[src/rtl/cpu_pkg.sv]
// -----------------------------------------------------------------------------
// cpu_pkg
// Shared definitions for the fetch-stage PC unit:
//   - pc_state_t     : PC unit state encoding (RUN, HALTED)
//   - INSN_W         : instruction / address width (32)
//   - RESET_PC_DEF   : default reset PC
//   - INT_VECTOR_DEF : default interrupt service entry address
//   - NESTED_INT     : 1 when the build is configured for nested interrupts
//   - word_align()   : clears address bits [1:0]
// Build option: macro NESTED_INT_EN selects a multi-entry EPC stack.
// -----------------------------------------------------------------------------
package cpu_pkg;

   localparam int INSN_W = 32;

   localparam logic [INSN_W-1:0] RESET_PC_DEF   = 32'h0000_0000;
   localparam logic [INSN_W-1:0] INT_VECTOR_DEF = 32'h0000_0100;

`ifdef NESTED_INT_EN
   localparam bit NESTED_INT = 1'b1;
`else
   localparam bit NESTED_INT = 1'b0;
`endif

   typedef enum logic [0:0] {
      RUN    = 1'b0,
      HALTED = 1'b1
   } pc_state_t;

   // Number of EPC entries actually built for a requested depth.
   function automatic int epc_entries(input int depth);
      return NESTED_INT ? depth : 1;
   endfunction

   // Instruction fetch addresses are word aligned.
   function automatic logic [INSN_W-1:0] word_align(input logic [INSN_W-1:0] addr);
      return {addr[INSN_W-1:2], 2'b00};
   endfunction

endpackage

[src/rtl/epc_stack.sv]
// -----------------------------------------------------------------------------
// epc_stack
// LIFO of saved return addresses (EPC). With NESTED_INT_EN defined it holds
// DEPTH entries; otherwise it collapses to a single register.
// Ports:
//   clk        in   clock
//   rst        in   asynchronous active-low reset (clears all entries)
//   push       in   push push_data (ignored when full)
//   pop        in   pop top entry (ignored when empty; push wins if both)
//   push_data  in   return address to save
//   top        out  top-of-stack entry, 0 when empty
//   depth      out  number of valid entries
//   full       out  depth equals the number of entries
//   empty      out  depth is zero
// -----------------------------------------------------------------------------
module epc_stack
   import cpu_pkg::*;
#(
   parameter int DEPTH = 4
)(
   input  logic                                       clk,
   input  logic                                       rst,
   input  logic                                       push,
   input  logic                                       pop,
   input  logic [INSN_W-1:0]                          push_data,
   output logic [INSN_W-1:0]                          top,
   output logic [$clog2(epc_entries(DEPTH) + 1)-1:0]  depth,
   output logic                                       full,
   output logic                                       empty
);

   localparam int ENTRIES = epc_entries(DEPTH);
   localparam int DW      = $clog2(ENTRIES + 1);

   logic [INSN_W-1:0] entry_r [ENTRIES];
   logic [DW-1:0]     depth_r;
   logic              do_push_s;
   logic              do_pop_s;
   logic [INSN_W-1:0] top_s;

   assign full      = (depth_r == DW'(ENTRIES));
   assign empty     = (depth_r == {DW{1'b0}});
   assign do_push_s = push & ~full;
   assign do_pop_s  = pop & ~empty & ~push;
   assign depth     = depth_r;
   assign top       = top_s;

   // Entry storage: a push writes the slot directly above the current top.
   always_ff @(posedge clk or negedge rst) begin
      if (!rst) begin
         for (int i = 0; i < ENTRIES; i++) begin
            entry_r[i] <= {INSN_W{1'b0}};
         end
      end else begin
         for (int i = 0; i < ENTRIES; i++) begin
            if (do_push_s && (depth_r == DW'(i))) begin
               entry_r[i] <= push_data;
            end else begin
               entry_r[i] <= entry_r[i];
            end
         end
      end
   end

   // Occupancy counter.
   always_ff @(posedge clk or negedge rst) begin
      if (!rst) begin
         depth_r <= {DW{1'b0}};
      end else if (do_push_s) begin
         depth_r <= depth_r + DW'(1'b1);
      end else if (do_pop_s) begin
         depth_r <= depth_r - DW'(1'b1);
      end else begin
         depth_r <= depth_r;
      end
   end

   // Top-of-stack select; stays 0 while empty.
   always_comb begin
      top_s = {INSN_W{1'b0}};
      for (int i = 0; i < ENTRIES; i++) begin
         top_s = (depth_r == DW'(i + 1)) ? entry_r[i] : top_s;
      end
   end

endmodule

[src/rtl/pc_unit.sv]
// -----------------------------------------------------------------------------
// pc_unit
// Fetch-stage program counter. Selects the next fetch address from interrupt
// vector, exception return, stall hold, branch, jump, halt and sequential
// sources, saves/restores return addresses in an EPC stack, and parks the
// core in HALTED until an interrupt is accepted.
// Build option: NESTED_INT_EN -> EPC stack of EPC_DEPTH entries; undefined ->
// single EPC register, interrupts masked while in_isr.
// Parameters: RESET_PC, INT_VECTOR, EPC_DEPTH.
// Ports:
//   clk            in   clock
//   rst            in   asynchronous active-low reset
//   stall          in   hold PC
//   halt           in   halt instruction pulse
//   branch_taken   in   branch resolved taken
//   branch_target  in   branch destination
//   jump_taken     in   unconditional jump
//   jump_target    in   jump destination
//   int_req        in   level interrupt request
//   int_en         in   global interrupt enable
//   eret           in   return-from-interrupt pulse
//   pc_o           out  current fetch address
//   epc_o          out  top-of-stack return address (0 when empty)
//   int_ack        out  interrupt accepted pulse
//   in_isr         out  EPC depth nonzero
//   halted         out  unit is HALTED
// -----------------------------------------------------------------------------
module pc_unit
   import cpu_pkg::*;
#(
   parameter logic [INSN_W-1:0] RESET_PC   = RESET_PC_DEF,
   parameter logic [INSN_W-1:0] INT_VECTOR = INT_VECTOR_DEF,
   parameter int                EPC_DEPTH  = 4
)(
   input  logic              clk,
   input  logic              rst,
   input  logic              stall,
   input  logic              halt,
   input  logic              branch_taken,
   input  logic [INSN_W-1:0] branch_target,
   input  logic              jump_taken,
   input  logic [INSN_W-1:0] jump_target,
   input  logic              int_req,
   input  logic              int_en,
   input  logic              eret,
   output logic [INSN_W-1:0] pc_o,
   output logic [INSN_W-1:0] epc_o,
   output logic              int_ack,
   output logic              in_isr,
   output logic              halted
);

   localparam int DW = $clog2(epc_entries(EPC_DEPTH) + 1);

   pc_state_t         state_r;
   pc_state_t         state_nxt_s;
   logic [INSN_W-1:0] pc_r;
   logic [INSN_W-1:0] pc_nxt_s;
   logic              int_ack_r;
   logic              int_ack_nxt_s;

   logic              push_s;
   logic              pop_s;
   logic [INSN_W-1:0] push_data_s;
   logic [INSN_W-1:0] top_s;
   logic [DW-1:0]     depth_s;
   logic              full_s;
   logic              empty_s;

   logic              acc_run_s;
   logic              acc_halt_s;

   // A full stack masks int_req; stall only blocks acceptance while running.
   assign acc_halt_s = int_req & int_en & ~full_s;
   assign acc_run_s  = acc_halt_s & ~stall;

   epc_stack #(
      .DEPTH (EPC_DEPTH)
   ) u_epc_stack (
      .clk       (clk),
      .rst       (rst),
      .push      (push_s),
      .pop       (pop_s),
      .push_data (push_data_s),
      .top       (top_s),
      .depth     (depth_s),
      .full      (full_s),
      .empty     (empty_s)
   );

   // State, PC and acknowledge registers.
   always_ff @(posedge clk or negedge rst) begin
      if (!rst) begin
         state_r   <= RUN;
         pc_r      <= RESET_PC;
         int_ack_r <= 1'b0;
      end else begin
         state_r   <= state_nxt_s;
         pc_r      <= pc_nxt_s;
         int_ack_r <= int_ack_nxt_s;
      end
   end

   // Next-PC selection and state transitions, in priority order.
   always_comb begin
      state_nxt_s   = state_r;
      pc_nxt_s      = pc_r;
      int_ack_nxt_s = 1'b0;
      push_s        = 1'b0;
      pop_s         = 1'b0;
      push_data_s   = pc_r;
      case (state_r)
         RUN: begin
            if (acc_run_s) begin
               // The return address is where fetch would have gone next.
               pc_nxt_s      = word_align(INT_VECTOR);
               push_s        = 1'b1;
               int_ack_nxt_s = 1'b1;
               if (branch_taken) begin
                  push_data_s = word_align(branch_target);
               end else if (jump_taken) begin
                  push_data_s = word_align(jump_target);
               end else begin
                  push_data_s = pc_r;
               end
            end else if (eret && !empty_s) begin
               pc_nxt_s = top_s;
               pop_s    = 1'b1;
            end else if (stall) begin
               pc_nxt_s = pc_r;
            end else if (branch_taken) begin
               pc_nxt_s = word_align(branch_target);
            end else if (jump_taken) begin
               pc_nxt_s = word_align(jump_target);
            end else if (halt) begin
               pc_nxt_s    = pc_r;
               state_nxt_s = HALTED;
            end else begin
               pc_nxt_s = pc_r + 32'd4;
            end
         end
         HALTED: begin
            if (acc_halt_s) begin
               pc_nxt_s      = word_align(INT_VECTOR);
               push_s        = 1'b1;
               push_data_s   = pc_r;
               int_ack_nxt_s = 1'b1;
               state_nxt_s   = RUN;
            end else begin
               pc_nxt_s    = pc_r;
               state_nxt_s = HALTED;
            end
         end
         default: begin
            state_nxt_s = RUN;
            pc_nxt_s    = pc_r;
         end
      endcase
   end

   assign pc_o    = pc_r;
   assign epc_o   = top_s;
   assign int_ack = int_ack_r;
   assign in_isr  = (depth_s != {DW{1'b0}});
   assign halted  = (state_r == HALTED);

endmodule

[config.mk]
export PLATFORM = sky130hd
export DESIGN_NAME = pc_unit
export DESIGN_NICKNAME = d
export VERILOG_FILES = /design/src/rtl/cpu_pkg.sv /design/src/rtl/epc_stack.sv /design/src/rtl/pc_unit.sv
export SDC_FILE = /design/constraint.sdc
export NUM_CORES = 1
export LEC_CHECK = 0
export CAP_MARGIN = 5
export CORE_ASPECT_RATIO = 0.5
export CORE_UTILIZATION = 40
export DETAILED_ROUTE_END_ITERATION = 8
export DONT_BUFFER_PORTS = 1
export HOLD_SLACK_MARGIN = 0.15
export MAX_ROUTING_LAYER = met4
export SLEW_MARGIN = 20
export SYNTH_ARGS = -nofsm -noshare
export SYNTH_HDL_FRONTEND = slang
export SYNTH_SLANG_ARGS = --single-unit
[constraint.sdc]
create_clock -name clk -period 3.25 [get_ports clk]
set_input_delay 0.65 -clock clk [delete_from_list [all_inputs] [get_ports clk]]
set_output_delay 0.65 -clock clk [all_outputs]
set_load 0.01 [all_outputs]
== After elaboration in Yosys (flattened, before gate mapping) ==
Cells that the tools add are included.

* Register bits: 67
* Output and inout bits: 67

* $add $sub $neg: 3
* Equality and inequality tests: 3
* Muxes and demuxes: 29
* Bitwise gates (word level): 10
* Reductions and logical operators: 4

{| class="wikitable"
|+ Operator list
! cell !! number
|-
| $mux 32 || 11
|-
| $pmux 32 s2 || 2
|-
| $add 32x3->32 const B || 1
|-
| $mux 1 || 14
|-
| $and 1x1->1 || 6
|-
| $ne 6x6->1 const B || 1
|-
| $ne 4x4->1 const B || 1
|-
| $not 1->1 || 4
|-
| $pmux 1 s2 || 2
|-
| $reduce_and 3->1 || 1
|-
| $logic_and 1x1->1 || 2
|-
| $ne 2x1->1 const B || 1
|-
| $reduce_bool 2->1 || 1
|-
| $add 1x1->1 const B || 1
|-
| $sub 1x1->1 const B || 1
|}

== Depth between registers and ports, before layout ==
* Depth in word-level cells: 9
* Mapped depth: 8
* Mapped depth without buffers: 6

== Modules after synthesis ==
Synthesis repeated with hierarchy kept, for this count alone.

* Cells, all modules: 539
* Area total of the unflattened synthesis: 4,820.9 um^2

{| class="wikitable"
|+ By module, submodules not included
! module !! instances !! cells an instance !! area each (um^2) !! seq. area each (um^2)
|-
| pc_unit || 1 || 431 || 3,209.3 || 850.8
|-
| epc_stack || 1 || 108 || 1,611.5 || 825.8
|}

== Worst setup path after synthesis ==
Ideal clock, no wire load.

* Kind: input to register
* From: input port branch_taken
* To: register u_epc_stack.entry_r[9] (netlist name)
* Arrival time: 1.981 ns
* Data required time: 3.124 ns
* Setup slack: 1.143 ns
* Stages on the path: 7
* Buffers on the path: 3
* Cell sequence: clkbuf_1 -> or2_2 -> clkbuf_1 -> nand2_1 -> clkbuf_1 -> a221oi_1 -> nor2_1

* Cells in the longest elaborated chain, start to end: 3

{| class="wikitable"
|+ RTL lines
! item !! line !! RTL
|-
| from (decl) || pc_unit.sv:39 || <nowiki>input logic branch_taken,</nowiki>
|-
| $mux 32 || pc_unit.sv:119 || <nowiki>if (branch_taken) begin</nowiki>
|-
| $mux 32 || pc_unit.sv:114 || <nowiki>if (acc_run_s) begin</nowiki>
|-
| $pmux 32 s2 || pc_unit.sv:112 || <nowiki>case (state_r)</nowiki>
|-
| to (signal, indexed assignment) || epc_stack.sv:52 || <nowiki>entry_r[i] <= {INSN_W{1'b0}};</nowiki>
|-
| to (signal, indexed assignment) || epc_stack.sv:57 || <nowiki>entry_r[i] <= push_data;</nowiki>
|-
| to (signal, indexed assignment) || epc_stack.sv:59 || <nowiki>entry_r[i] <= entry_r[i];</nowiki>
|-
| to (decl) || epc_stack.sv:35 || <nowiki>logic [INSN_W-1:0] entry_r [ENTRIES];</nowiki>
|}

No other way between the ends.
A chain may end at the register's enable or synchronous reset.

== Final worst setup path ==
* From: register pc_r[7], in the netlist pc_o[7]
* To: register pc_r[31], in the netlist pc_o[31]

* Cells in the longest elaborated chain, start to end: 8

{| class="wikitable"
|+ RTL lines
! item !! line !! RTL
|-
| from (decl) || pc_unit.sv:57 || <nowiki>logic [INSN_W-1:0] pc_r;</nowiki>
|-
| from (signal assigned) || pc_unit.sv:99 || <nowiki>pc_r <= pc_nxt_s;</nowiki>
|-
| $add 32x3->32 || pc_unit.sv:139 || <nowiki>pc_nxt_s = pc_r + 32'd4;</nowiki>
|-
| $mux 32 || pc_unit.sv:135 || <nowiki>end else if (halt) begin</nowiki>
|-
| $mux 32 || pc_unit.sv:133 || <nowiki>end else if (jump_taken) begin</nowiki>
|-
| $mux 32 || pc_unit.sv:131 || <nowiki>end else if (branch_taken) begin</nowiki>
|-
| $mux 32 || pc_unit.sv:129 || <nowiki>end else if (stall) begin</nowiki>
|-
| $mux 32 || pc_unit.sv:126 || <nowiki>end else if (eret && !empty_s) begin</nowiki>
|-
| $mux 32 || pc_unit.sv:114 ||
|-
| $pmux 32 s2 || pc_unit.sv:112 ||
|}

No other way between the ends. The select of a mux whose other input is x is not followed.

==> run_results.csv <==
group,metric,value,unit
run_status,status,"finished, violations left",
run_status,violations,"DRC",
timing,fin_worst_skew,0.00801,ns
yosys,synth_fp_nets,644,
worst_setup_path,cp.required,3.46,ns
detailed_routing,ant_nets,0,
clock_network,cts_hold_buf,1,
yosys,synth_async_sr_flop_share,1.00,
timing,grt_setup_unrepaired,"false",
clock_network,cts_setup_buffers,0,
finish,multi_input_area,0.00264,mm2
clock_network,cts-root-buf,"clkbuf_16",
job,drv_cap,0,
detailed_routing,wl_per_cell,21.5,um
die,ios,140,
power_and_ir_drop,powerDensity,858,mW/mm2
global_routing,grt_util_all_layers,0.276,
worst_setup_path,path_class,"flip-flop to flip-flop",
yosys,synth.yosys.warnings,0,
global_routing,antenna_found_initial,0,
hold_path,min_path_type,"input port to async pin",
clock_network,cts_sinks,67,
die,die_h,77.2,um
finish,final_cell_mix,"69 x nand2_1, 67 x dfrtp_1, 56 x nor2_1",
timing,maxSlewViolCount,0,
finish,area_growth_syn_to_layout,11.0,%
timing,fin_tns_setup,0,ns
place,io_buffers,0,
yosys,netlist_instances,570,
finish,fillers,1113,
power_and_ir_drop,power.leakage,2.11,nW
finish,design_area,0.00502,mm2
timing,post-route-period-util,0.755,
global_routing,grt.overflow.total,0,
global_routing,grt_pass1_vias,4171,
die,initial_core_util,0.411,
clock_network,cts_resized,0,
timing,min_period,2.45,ns
worst_setup_path,endpoint_kind,"flip-flop",
clock_network,cts_buffers,9,
worst_setup_path,cp_max_fo,7,
die,die_w,152,um
worst_setup_path,cp-start-kind,"flip-flop",
yosys,synth_seq_cells,67,
detailed_routing,drt_wl_total,15300,um
timing,clock.fmax,407,MHz
finish,drive_gt1_frac,0.0795,
timing,worstMarginPinSlew,0.786,ns
clock_network,cts_buffer_depth,2,
die,dieArea,0.0118,mm2
yosys,synth.distinct_cells,61,
yosys,syn_area,0.00452,mm2
global_routing,grt_first_pass_wirelength,24300,um
yosys,postSynthAreaPerCell,7.94,um2
clock_network,htreeDepth,3,
worst_setup_path,crit_arrival,2.67,ns
power_and_ir_drop,total_power,4.31,mW
clock_network,clk_latency,0.34,ns
place,place_area,0.00470,mm2
place,dpl.hpwl,10800,um
die,placementRows,27,
worst_setup_path,rr_worst_depth,6,
global_routing,grt_max_degree,68,
timing,finalHoldViolCount,0,
finish,regArea,0.00168,mm2
yosys,synth_top_area_frac,0.371,
yosys,ys_seq_area_frac,0.371,
detailed_routing,vias,4487,
detailed_routing,drt-pass1-iter-count,8,
place,gp_congestion,0.865,
yosys,ys_top_cells_by_area,"dfrtp_1 37%, nand2_1 5.7%, o21ai_0 5.6%, and2_1 5.3%, nor2_1 4.6%",
yosys,ys.flop_type,"dfrtp_1",
finish,antennaDiodeCount,0,
timing,setup_viol,0,
finish,final_common_cell,"nand2_1",
yosys,synth-edff-count,0,
yosys,yosysTopAreaCell,"dfrtp_1",
power_and_ir_drop,ir_drop,288,uV
finish,nNetsFinal,635,
detailed_routing,drt-initial-drc-count,454,
clock_network,path_clk_slew,0.06,ns
detailed_routing,via_per_inst,6.31,
detailed_routing,drc,9,
clock_network,cts_tree,"done",
timing,slew_headroom,0.473,
die,core,0.0110,mm2
[cell usage after synthesis (3+ instances only)]
cell type and number:
nand2_1 69, dfrtp_1 67, nor2_1 56, o21ai_0 51
and2_1 38, clkbuf_1 36, a21oi_1 31, nand3_1 22
a22oi_1 19, o22ai_1 14, inv_1 13, and3_1 11
nand4_1 10, a22o_1 8, a31oi_1 8, o211ai_1 7
o31ai_1 7, a211oi_1 6, a221o_1 6, nor3_1 6
o22a_1 6, a32oi_1 5, nor4_1 5, xnor2_1 5
xor2_1 5, mux2i_1 4, nand2b_1 4, a211o_1 3
[layout make-up]
cell class	instances	area share
clock buffer	11	0.0483
clock inverter	5	0.0105
inverter	14	0.0105
multi-input combinational	448	0.526
sequential	67	0.334
tap	145	0.0361
timing repair buffer	21	0.0354
[metal layers]
metal | track usage | share of wire
met3 | 0.0797 | 0.10
met2 | 0.388 | 0.41
met4 | 0.0622 | 0.012
met5 | - | 0
met1 | 0.389 | 0.47
[registers in the layout, summed over array words and instances (netlist names)]
signal	flops
pc_o	32
int_ack	1
u_epc_stack.depth	1
u_epc_stack.entry_r	32
halted	1
[logic make-up after synthesis]
family	after synthesis	synth area share
and+or+nand+nor	240	0.264
AOI/OAI and AO/OA	193	0.288
DFF	67	0.371
buffers and inverters	55	0.0470
xor gates and xnor gates	10	0.0194
muxes	4	0.00885
adders and majority gates	1	0.00277
[report_power, final]
| group | switching [mW] | total [mW] | internal [mW] |
|---|---|---|---|
| logic | 0.895 | 1.52 | 0.627 |
| registers | 0.615 | 1.80 | 1.19 |
| clock network | 0.377 | 0.988 | 0.611 |
[metrics by stage]
stage,hold WS (ns),std cells,worst slack (ns),utilization
after floorplan,0.354,570,1.14,-
after global placement,0.357,694,0.849,0.427
final,0.190,711,0.796,0.456
after global routing,0.230,711,0.676,0.456
after CTS,0.218,711,0.813,0.456
after detailed placement,0.356,694,0.832,0.427
[worst max-delay path, cell delays in order, from the launching register on]
cell     delay, ns
dfrtp_1       0.51
nand3_1       0.31
nor4_2        0.63
buf_4         0.24
nand4_1       0.15
xnor2_1       0.17
a221o_1       0.32
[path summary, 6_finish.rpt]
kind                                                     startpoint                                  end  slack, ns
worst max-delay path                            pc_o[7]$_DFFE_PN0P_                 pc_o[31]$_DFFE_PN0P_       0.80
worst min-delay path                                            rst                 pc_o[25]$_DFFE_PN0P_       0.19
worst max register to register                  pc_o[7]$_DFFE_PN0P_                 pc_o[31]$_DFFE_PN0P_       0.80
worst min register to register  u_epc_stack.entry_r[13]$_DFFE_PN0P_  u_epc_stack.entry_r[13]$_DFFE_PN0P_       0.50
max in group asynchronous                                       rst  u_epc_stack.entry_r[31]$_DFFE_PN0P_       2.73
min in group clk                u_epc_stack.entry_r[13]$_DFFE_PN0P_  u_epc_stack.entry_r[13]$_DFFE_PN0P_       0.50
No activity file was read; power rests on OpenSTA's default activity.
==> edit: new RTL, same flow settings <==
Build with the macro `NESTED_INT_EN` defined.
--- a/src/rtl/cpu_pkg.sv
+++ b/src/rtl/cpu_pkg.sv
@@ -9,6 +9,8 @@
 //   - word_align()   : clears address bits [1:0]
 // Build option: macro NESTED_INT_EN selects a multi-entry EPC stack.
 // -----------------------------------------------------------------------------
+`define NESTED_INT_EN
+
 package cpu_pkg;
 
    localparam int INSN_W = 32;
Function: changed (a bounded check fails within 4 cycles, from zero or initial values and one cycle with rst low).
==> edit against the original RTL <==
  * The run ends with hold timing left
  * Combinational power up 110%
  * Wire length up 89%
  * Worst setup slack worse by 0.67 ns
  * Cell count up 68%
  * Total power up 100%
  * Sequential cell count up 98
  * Worst hold slack worse by 0.28 ns
  * Design area up 99%
  * Synthesized area up 97%
  * Largest power group unchanged
==> edit: results (changes against the original RTL) <==
run_status:
  status: "complete, but fails checks"
  violations: "hold timing"
timing:
  skew_ns: 0.01185  # +0.003845 ns
  hold_ws_ns: -0.08728  # -0.2769 ns
  hold_viol_final: 165  # +165
  tightest_slew_ns: 1.065  # +0.2783 ns
pwr:
  leakagePower_uw: 0.004230  # +100%
  p_seq_uw: 3510  # +95%
  seqPwrFrac_pct: 40.7  # -1.1 points
  vdd_drop_max_v: 0.0003635  # +26%
  p_comb_uw: 3130  # +110%
critical_path:
  reg2regPathDepth: 9  # +3
  reg2reg_to: "pc_o[21]"
  critPathArrivalTime_ns: 2.48  # -0.19 ns
  worstReg2RegStart: "u_epc_stack.depth[0]"
  worstPathMaxFanout: 23  # +16
  critPathCapture: "epc_o[31]"
  regToRegSetupSlack_ns: 0.43  # -0.37 ns
cells_and_area:
  final_cells: 1191  # +68%
  inverters: 25  # +11
  final-clk-cell-share_pct: 5.779  # -0.099 points
  final-nonclk-buf-share_pct: 3.686  # +0.15 points
  seq_area_um2: 4129  # +150%
  seq_share_pct: 41.37  # +8.0 points
  multi_input_gates: 625  # +40%
  drive_above_1_share_pct: 21.44  # +13 points
  multi_input_area_share_pct: 44.47  # -8.1 points
  fin_nets: 958  # +51%
  buffers: 44  # +110%
  seq_cells: 165  # +150%
grt:
  grtUsageMet2_pct: 39.77  # +1.0 points
  grtUsageMet3_pct: 5.309  # -2.7 points
  grt_pass1_wl_mm: 43.92  # +81%
  grt_pass1_vias: 7324  # +76%
  grt_max_degree: 166  # +140%
  grt_usage_pct: 26.29  # -1.4 points
route:
  wl_met3_mm: 2.153  # +38%
  drt_iter0_drc: 718  # +58%
  drt_first_pass_iters: 5  # -3
  routedLengthMet1_mm: 12.91  # +78%
  vias_per_cell: 6.304  # -0.11%
  wl_mm: 28.87  # +89%
  route.met2.wl_mm: 13.26  # +110%
clock_network:
  cts_buffers: 17  # +8
  cts_max_level: 4  # +1
  clockRootBuffer: "clkbuf_16"
  clock_latency_ns: 0.43  # +0.09 ns
place:
  hpwl_mm: 19.22  # +78%
  dpl-instance-area_um2: 9404  # +100%
  gp_congestion: 0.9088  # +5.1%
  pre_cts_slack_ns: 0.4796  # -0.3523 ns
synth:
  synth_cell_type_count: 56  # -8.2%
  synthesis.instances: 886  # +55%
  synth_area_leaders: "dfrtp_1, mux2_2, o21ai_0"
  yosysSeqAreaShare_pct: 46.24  # +9.2 points
  synthTopCellsByCount: "dfrtp_1, mux2_2, o21ai_0"
  synth_fp_nets: 966  # +50%
==> edit: changes by cell type after synthesis, sizes merged, moves of 19 or more <==
cell,change
clkbuf,+21
a221o,+19
dfrtp,+98
mux2,+104
o21ai,+39
and2,-32
a221oi,+28
==> edit: logic make-up (layout without fill, tap and decap cells) <==
group / Yosys count / in the layout / share of synthesized area [%]
adder cells (fa/ha/maj): 7 / 7 / 0.9809
multiplexers: 107 / 107 / 13.45
AND/OR/NAND/NOR: 221 / 221 / 12.32
XOR/XNOR: 12 / 12 / 1.177
flip-flops: 165 / 165 / 46.24
buffers and inverters: 96 / 101 / 4.218
AO/OA/AOI/OAI: 278 / 278 / 21.61
==> edit: critical path: stages, from the launching register on <==
cell     delay [ns]
dfrtp_1        0.44
ha_1           0.23
ha_1           0.19
inv_1          0.22
buf_12         0.22
nand3_1        0.08
a41oi_1        0.45
buf_4          0.21
